--- config.mk ---
export PLATFORM = sky130hd
export DESIGN_NAME = nor_bank_bus
export DESIGN_NICKNAME = d
export VERILOG_FILES = /design/src/rtl/nor_bank_bus.sv
export SDC_FILE = /design/constraint.sdc
export NUM_CORES = 1
export LEC_CHECK = 0
export ABC_CLOCK_PERIOD_IN_PS = 1950
export CAP_MARGIN = 10
export CORE_UTILIZATION = 40
export DETAILED_ROUTE_END_ITERATION = 8
export GPL_TIMING_DRIVEN = 0
export PLACE_DENSITY = 0.71
export SYNTH_ARGS = -nofsm -noshare
export SYNTH_HDL_FRONTEND = slang
export SYNTH_SLANG_ARGS = --single-unit
--- constraint.sdc ---
create_clock -name clk_i -period 1.95 [get_ports clk_i]
set_input_delay 0.195 -clock clk_i [delete_from_list [all_inputs] [get_ports clk_i]]
set_output_delay 0.195 -clock clk_i [all_outputs]
set_load 0.005 [all_outputs]
--- src/rtl/nor_bank_bus.sv ---
// Wishbone slave driving a bank of parallel NOR devices that share address/data lines.
// Each access waits on the selected device's RY/BY#, then runs setup/strobe/hold timing.
module nor_bank_bus #(
   parameter int ADDRBITS = 26,
   parameter int DATABITS = 16,
   parameter int CSBITS   = 2,
   parameter int TSETUP   = 2,
   parameter int TACCESS  = 6,
   parameter int THOLD    = 2,
   parameter int TIMEOUT  = 4096
) (
   input  logic                       clk_i,
   input  logic                       reset_i,
   input  logic [ADDRBITS+CSBITS-1:0] wb_adr_i,
   input  logic [DATABITS-1:0]        wb_dat_i,
   input  logic                       wb_we_i,
   input  logic                       wb_stb_i,
   input  logic                       wb_cyc_i,
   output logic                       wb_stall_o,
   output logic                       wb_ack_o,
   output logic                       wb_err_o,
   output logic [DATABITS-1:0]        wb_dat_o,
   input  logic                       vt_mode_i,
   input  logic [2**CSBITS-1:0]       nor_ry_i,
   input  logic [DATABITS-1:0]        nor_data_i,
   output logic [DATABITS-1:0]        nor_data_o,
   output logic [ADDRBITS-1:0]        nor_addr_o,
   output logic [2**CSBITS-1:0]       nor_ce_o,
   output logic                       nor_we_o,
   output logic                       nor_oe_o,
   output logic                       nor_data_oe,
   output logic                       busy_o
);

   localparam int NCHIPS = 2**CSBITS;
   localparam int CW     = $clog2(TIMEOUT + TSETUP + TACCESS + THOLD);

   typedef enum logic [2:0] {S_IDLE, S_WAITRY, S_SETUP, S_STROBE, S_HOLD} state_t;

   state_t              r_state;
   logic [CW-1:0]       r_cnt;
   logic [CSBITS-1:0]   r_chip;
   logic                r_we;
   logic                r_vt;
   logic [NCHIPS-1:0]   r_ry_meta;
   logic [NCHIPS-1:0]   r_ry_sync;

   logic [CSBITS-1:0]   w_adr_chip;
   logic                w_ry_s;
   logic                w_cnt_zero;

   assign w_adr_chip = wb_adr_i[ADDRBITS +: CSBITS];
   assign w_ry_s     = r_ry_sync[r_chip];
   assign w_cnt_zero = (r_cnt == '0);
   assign busy_o     = (r_state != S_IDLE);
   assign wb_stall_o = (r_state != S_IDLE);

   // RY/BY# is asynchronous to clk_i; preset low so a device is not trusted ready out of reset
   always_ff @(posedge clk_i or negedge reset_i) begin
      if (!reset_i) begin
         r_ry_meta <= '0;
         r_ry_sync <= '0;
      end else begin
         r_ry_meta <= nor_ry_i;
         r_ry_sync <= r_ry_meta;
      end
   end

   always_ff @(posedge clk_i or negedge reset_i) begin
      if (!reset_i) begin
         r_state     <= S_IDLE;
         r_cnt       <= '0;
         r_chip      <= '0;
         r_we        <= 1'b0;
         r_vt        <= 1'b0;
         nor_ce_o    <= '1;
         nor_we_o    <= 1'b1;
         nor_oe_o    <= 1'b1;
         nor_data_oe <= 1'b0;
         nor_addr_o  <= '0;
         nor_data_o  <= '0;
         wb_dat_o    <= '0;
         wb_ack_o    <= 1'b0;
         wb_err_o    <= 1'b0;
      end else begin
         wb_ack_o <= 1'b0;
         wb_err_o <= 1'b0;
         case (r_state)
            S_IDLE: begin
               if (wb_cyc_i && wb_stb_i) begin
                  r_chip      <= w_adr_chip;
                  r_we        <= wb_we_i;
                  r_vt        <= vt_mode_i;
                  nor_addr_o  <= wb_adr_i[ADDRBITS-1:0];
                  nor_ce_o    <= ~(NCHIPS'(1) << w_adr_chip);
                  nor_data_oe <= wb_we_i;
                  if (wb_we_i) nor_data_o <= wb_dat_i;
                  r_cnt       <= CW'(TIMEOUT - 1);
                  r_state     <= S_WAITRY;
               end
            end
            S_WAITRY: begin
               if (w_ry_s) begin
                  r_cnt   <= CW'(TSETUP - 1);
                  r_state <= S_SETUP;
               end else if (w_cnt_zero) begin
                  nor_ce_o    <= '1;
                  nor_data_oe <= 1'b0;
                  wb_err_o    <= wb_cyc_i;
                  r_state     <= S_IDLE;
               end else begin
                  r_cnt <= r_cnt - 1'b1;
               end
            end
            S_SETUP: begin
               if (w_cnt_zero) begin
                  r_cnt   <= CW'(TACCESS - 1);
                  r_state <= S_STROBE;
                  if (r_we) nor_we_o <= r_vt;
                  else      nor_oe_o <= 1'b0;
               end else begin
                  r_cnt <= r_cnt - 1'b1;
               end
            end
            S_STROBE: begin
               if (w_cnt_zero) begin
                  r_cnt    <= CW'(THOLD - 1);
                  r_state  <= S_HOLD;
                  nor_oe_o <= 1'b1;
                  nor_we_o <= 1'b1;
                  if (!r_we) wb_dat_o <= nor_data_i;
               end else begin
                  r_cnt <= r_cnt - 1'b1;
               end
            end
            S_HOLD: begin
               if (w_cnt_zero) begin
                  nor_ce_o    <= '1;
                  nor_data_oe <= 1'b0;
                  wb_ack_o    <= wb_cyc_i;
                  r_state     <= S_IDLE;
               end else begin
                  r_cnt <= r_cnt - 1'b1;
               end
            end
            default: r_state <= S_IDLE;
         endcase
      end
   end

endmodule

==> flow_metrics.env <==
export IMPL_status="finished clean"
export IMPL_drt_iter0_drc=263
export IMPL_crit_path_end_kind="register"
export IMPL_final_cells=677
export IMPL_min_period_ns=1.930
export IMPL_io_pins=139
export IMPL_antenna_found_initial=0
export IMPL_powerDensity_nw_per_um2=1293
export IMPL_insertion_delay_ns=0.37
export IMPL_syn_num_nets=446
export IMPL_cts_root_buf="clkbuf_8"
export IMPL_swShare_pct=31.31
export IMPL_cts_max_level=3
export IMPL_final_util_pct=63.30
export IMPL_diodes=0
export IMPL_port_buffers=138
export IMPL_cp_start_kind="register"
export IMPL_p_int_w=0.005572
export IMPL_grt_max_degree=63
export IMPL_power_switching_w=0.002540
export IMPL_drc=0
export IMPL_hold_class="input port to register"
export IMPL_start_util_pct=41.78
export IMPL_mostFrequentLayoutCell="clkdlybuf4s50_1"
export IMPL_maxSlewHeadroom_pct=67.39
export IMPL_place_gp_congestion=0.8211
export IMPL_leakage_nw=2.798
export IMPL_max_freq_ghz=0.5181
export IMPL_dp_cells=645
export IMPL_arrival_ns=2.22
export IMPL_pwr_share_seq_pct=40.3
export IMPL_fp_dieW_um=103.7
export IMPL_drtAntennaViolNets=0
export IMPL_grt_first_pass_wirelength_mm=17.35
export IMPL_rows=36
export IMPL_worst_pin_slew_ns=0.4891
export IMPL_gr_usage_all_layers_pct=20.00
export IMPL_drv_slew=0
export IMPL_top_layer="met4"
export IMPL_maxCapViolCount=0
export IMPL_mostFrequentLayoutCells="clkdlybuf4s50_1 (136), nand2_1 (89), dfrtp_1 (87)"
export IMPL_final_hold_violation_count=0
export IMPL_async_reset_ff_share_pct=100.0
export IMPL_fillers=816
export IMPL_crit_required_ns=2.24
export IMPL_power_frac_comb_pct=40.9
export IMPL_cts_tree="built"
export IMPL_clock_sinks=95
export IMPL_synth_avg_cell_area_um2=11.10
export IMPL_syn_cell_area_um2=4140
export IMPL_coreArea_um2=9910
export IMPL_synth_ff_type="dfrtp_1"
export IMPL_clock_skew_ns=0.01410
export IMPL_final_setup_viol_count=0
export IMPL_drive_gt1_share_pct=20.40
export IMPL_post_drt_wl_per_cell_um=15.55
export IMPL_wirelength_met1_mm=4.504
export IMPL_seq_area_frac_synth_pct=57.60
export IMPL_first_global_vias=3538
export IMPL_fin_crit_sh_pct=98.98
export IMPL_synthCells=373
export IMPL_synth_edf_count=0
export IMPL_nNetsFinal=613
export IMPL_synthDistinctLibCells=63
export IMPL_routed_wl_mm=10.52
export IMPL_rsz0062_at_grt="yes"
export IMPL_path_class="register to register"
export IMPL_syn2layout_area_growth_pct=51.50
export IMPL_ys_seq_elements=95
export IMPL_vias=3468
export IMPL_cts_buffers=9
export IMPL_grt_ovfl_total=0
export IMPL_clkPwrFrac_pct=18.8
export IMPL_viasPerCell=5.123
export IMPL_yosys_warnings=0
export IMPL_dieArea_um2=10760
export IMPL_die_h_um=103.7
export IMPL_ir_drop_mv=0.9712
export IMPL_worstPathMaxFanout=7
export IMPL_met2_wirelength_mm=5.276
export IMPL_clkTransAtPathRegs_ns=0.09
export IMPL_cts_buffer_depth=2
export IMPL_wl_met3_um=596
export IMPL_first_pass_iters=5
export IMPL_hpwl_mm=7.291
-- path summary, 6_finish.rpt --
check                              from           end  slack, ns  depth (start not counted)
min in group asynchronous       reset_i   wb_dat_o[0]       0.31                          2
setup reg to reg               r_cnt[5]     r_cnt[10]       0.02                          4
hold / removal              nor_ry_i[2]  r_ry_meta[2]       0.27                          1
hold reg to reg            r_ry_meta[3]  r_ry_sync[3]       0.35                          0
max in group asynchronous       reset_i   nor_ce_o[1]       0.93                          3
setup / recovery               r_cnt[5]     r_cnt[10]       0.02                          4
-- state kept, by name, indices dropped and copies added, names as in the netlist, 2 cells and up --
register	cells
nor_addr_o	26
r_ry_meta	4
r_chip	2
wb_dat_o	16
r_state	3
nor_ce_o	4
r_ry_sync	4
nor_data_o	16
r_cnt	13
-- critical path, stage by stage, from the launching register on --
cell	delay (ns)
dfrtp_2	0.47
or4_4	0.56
or4_4	0.51
a21boi_2	0.16
a2bb2oi_1	0.16
-- Yosys cell counts (3+ instances only) --
cell	number	share of area, %
inv_1	10	0.91
a21oi_1	12	1.5
dfrtp_1	89	54
nand2_1	90	8.2
o221ai_1	3	0.63
a2bb2oi_1	3	0.63
nand3_1	6	0.73
clkbuf_1	8	0.73
nor4b_1	3	0.63
ha_1	3	0.91
dfstp_2	6	3.8
o21ai_0	6	0.73
nor2_1	14	1.3
mux2_1	18	4.9
nor2b_1	3	0.45
and3_1	5	0.76
o211ai_1	4	0.73
buf_2	5	0.60
buf_1	3	0.27
a211oi_1	7	1.3
mux2_2	16	4.4
-- cell families after synthesis --
logic type	after synthesis	synth area share [%]
muxes	36	9.731
DFF	95	57.60
xor gates and xnor gates	1	0.2116
and+or+nand+nor	146	17.26
adders and majority gates	3	0.9067
AOI/OAI and AO/OA	61	10.88
buffers and inverters	31	3.415
-- layer usage --
| layer | global-route usage (%) | vias up |
|---|---|---|
| li1 | - | 1636 |
| met1 | 26.55 | 1690 |
| met2 | 32.65 | 127 |
| met3 | 4.216 | 15 |
| met4 | 6.735 | 0 |
| met5 | 0 | - |
-- cell type report --
class                           instances  area [um2]  area share (%)
Buffer                                 17       110.1           1.755
Clock buffer                           10       127.6           2.035
Clock inverter                          5       106.4           1.696
Inverter                               12       50.05          0.7979
Multi-Input combinational cell        247        1744           27.81
Sequential cell                        95        2387           38.06
Tap cell                              133       166.4           2.653
Timing Repair Buffer                  158        1580           25.19
-- per-stage QoR --
step	hold WS (ns)	total power, W	TNS, ns	cell area, um2	setup WS [ns]
final	0.2678	0.008112	0	6272	0.01989
after CTS	0.2502	0.008015	-0.02268	6075	-0.008318
after detailed placement	0.1823	0.006275	-6.744	5715	-0.3015
after global routing	0.2684	0.008638	-0.4675	6272	-0.08018
after global placement	0.3342	0.006159	-260.80	5690	-2.775
after floorplan	-0.1006	0.004595	0	4143	0.005426
-- power groups by stage --
| stage | logic (W) | clock network (W) | registers [W] |
|---|---|---|---|
| after floorplan | 0.00136 | 0 | 0.00323 |
| after global placement | 0.00295 | 0 | 0.00321 |
| after detailed placement | 0.00302 | 0 | 0.00325 |
| after CTS | 0.00320 | 0.00156 | 0.00326 |
| after global routing | 0.00363 | 0.00164 | 0.00337 |
| final | 0.00332 | 0.00152 | 0.00327 |
-- what timing repair did --
action | 4_1_cts | 5_1_grt
pin swaps | 6 | 3
endpoints found under the setup margin | 49 | 34
hold buffers | 1 | 0
resized for setup | 15 | 29
hold endpoints to repair | 33 | 0
gates cloned | 0 | 1
buffers inserted | 5 | 12
No activity file was read; power rests on OpenSTA's default activity.
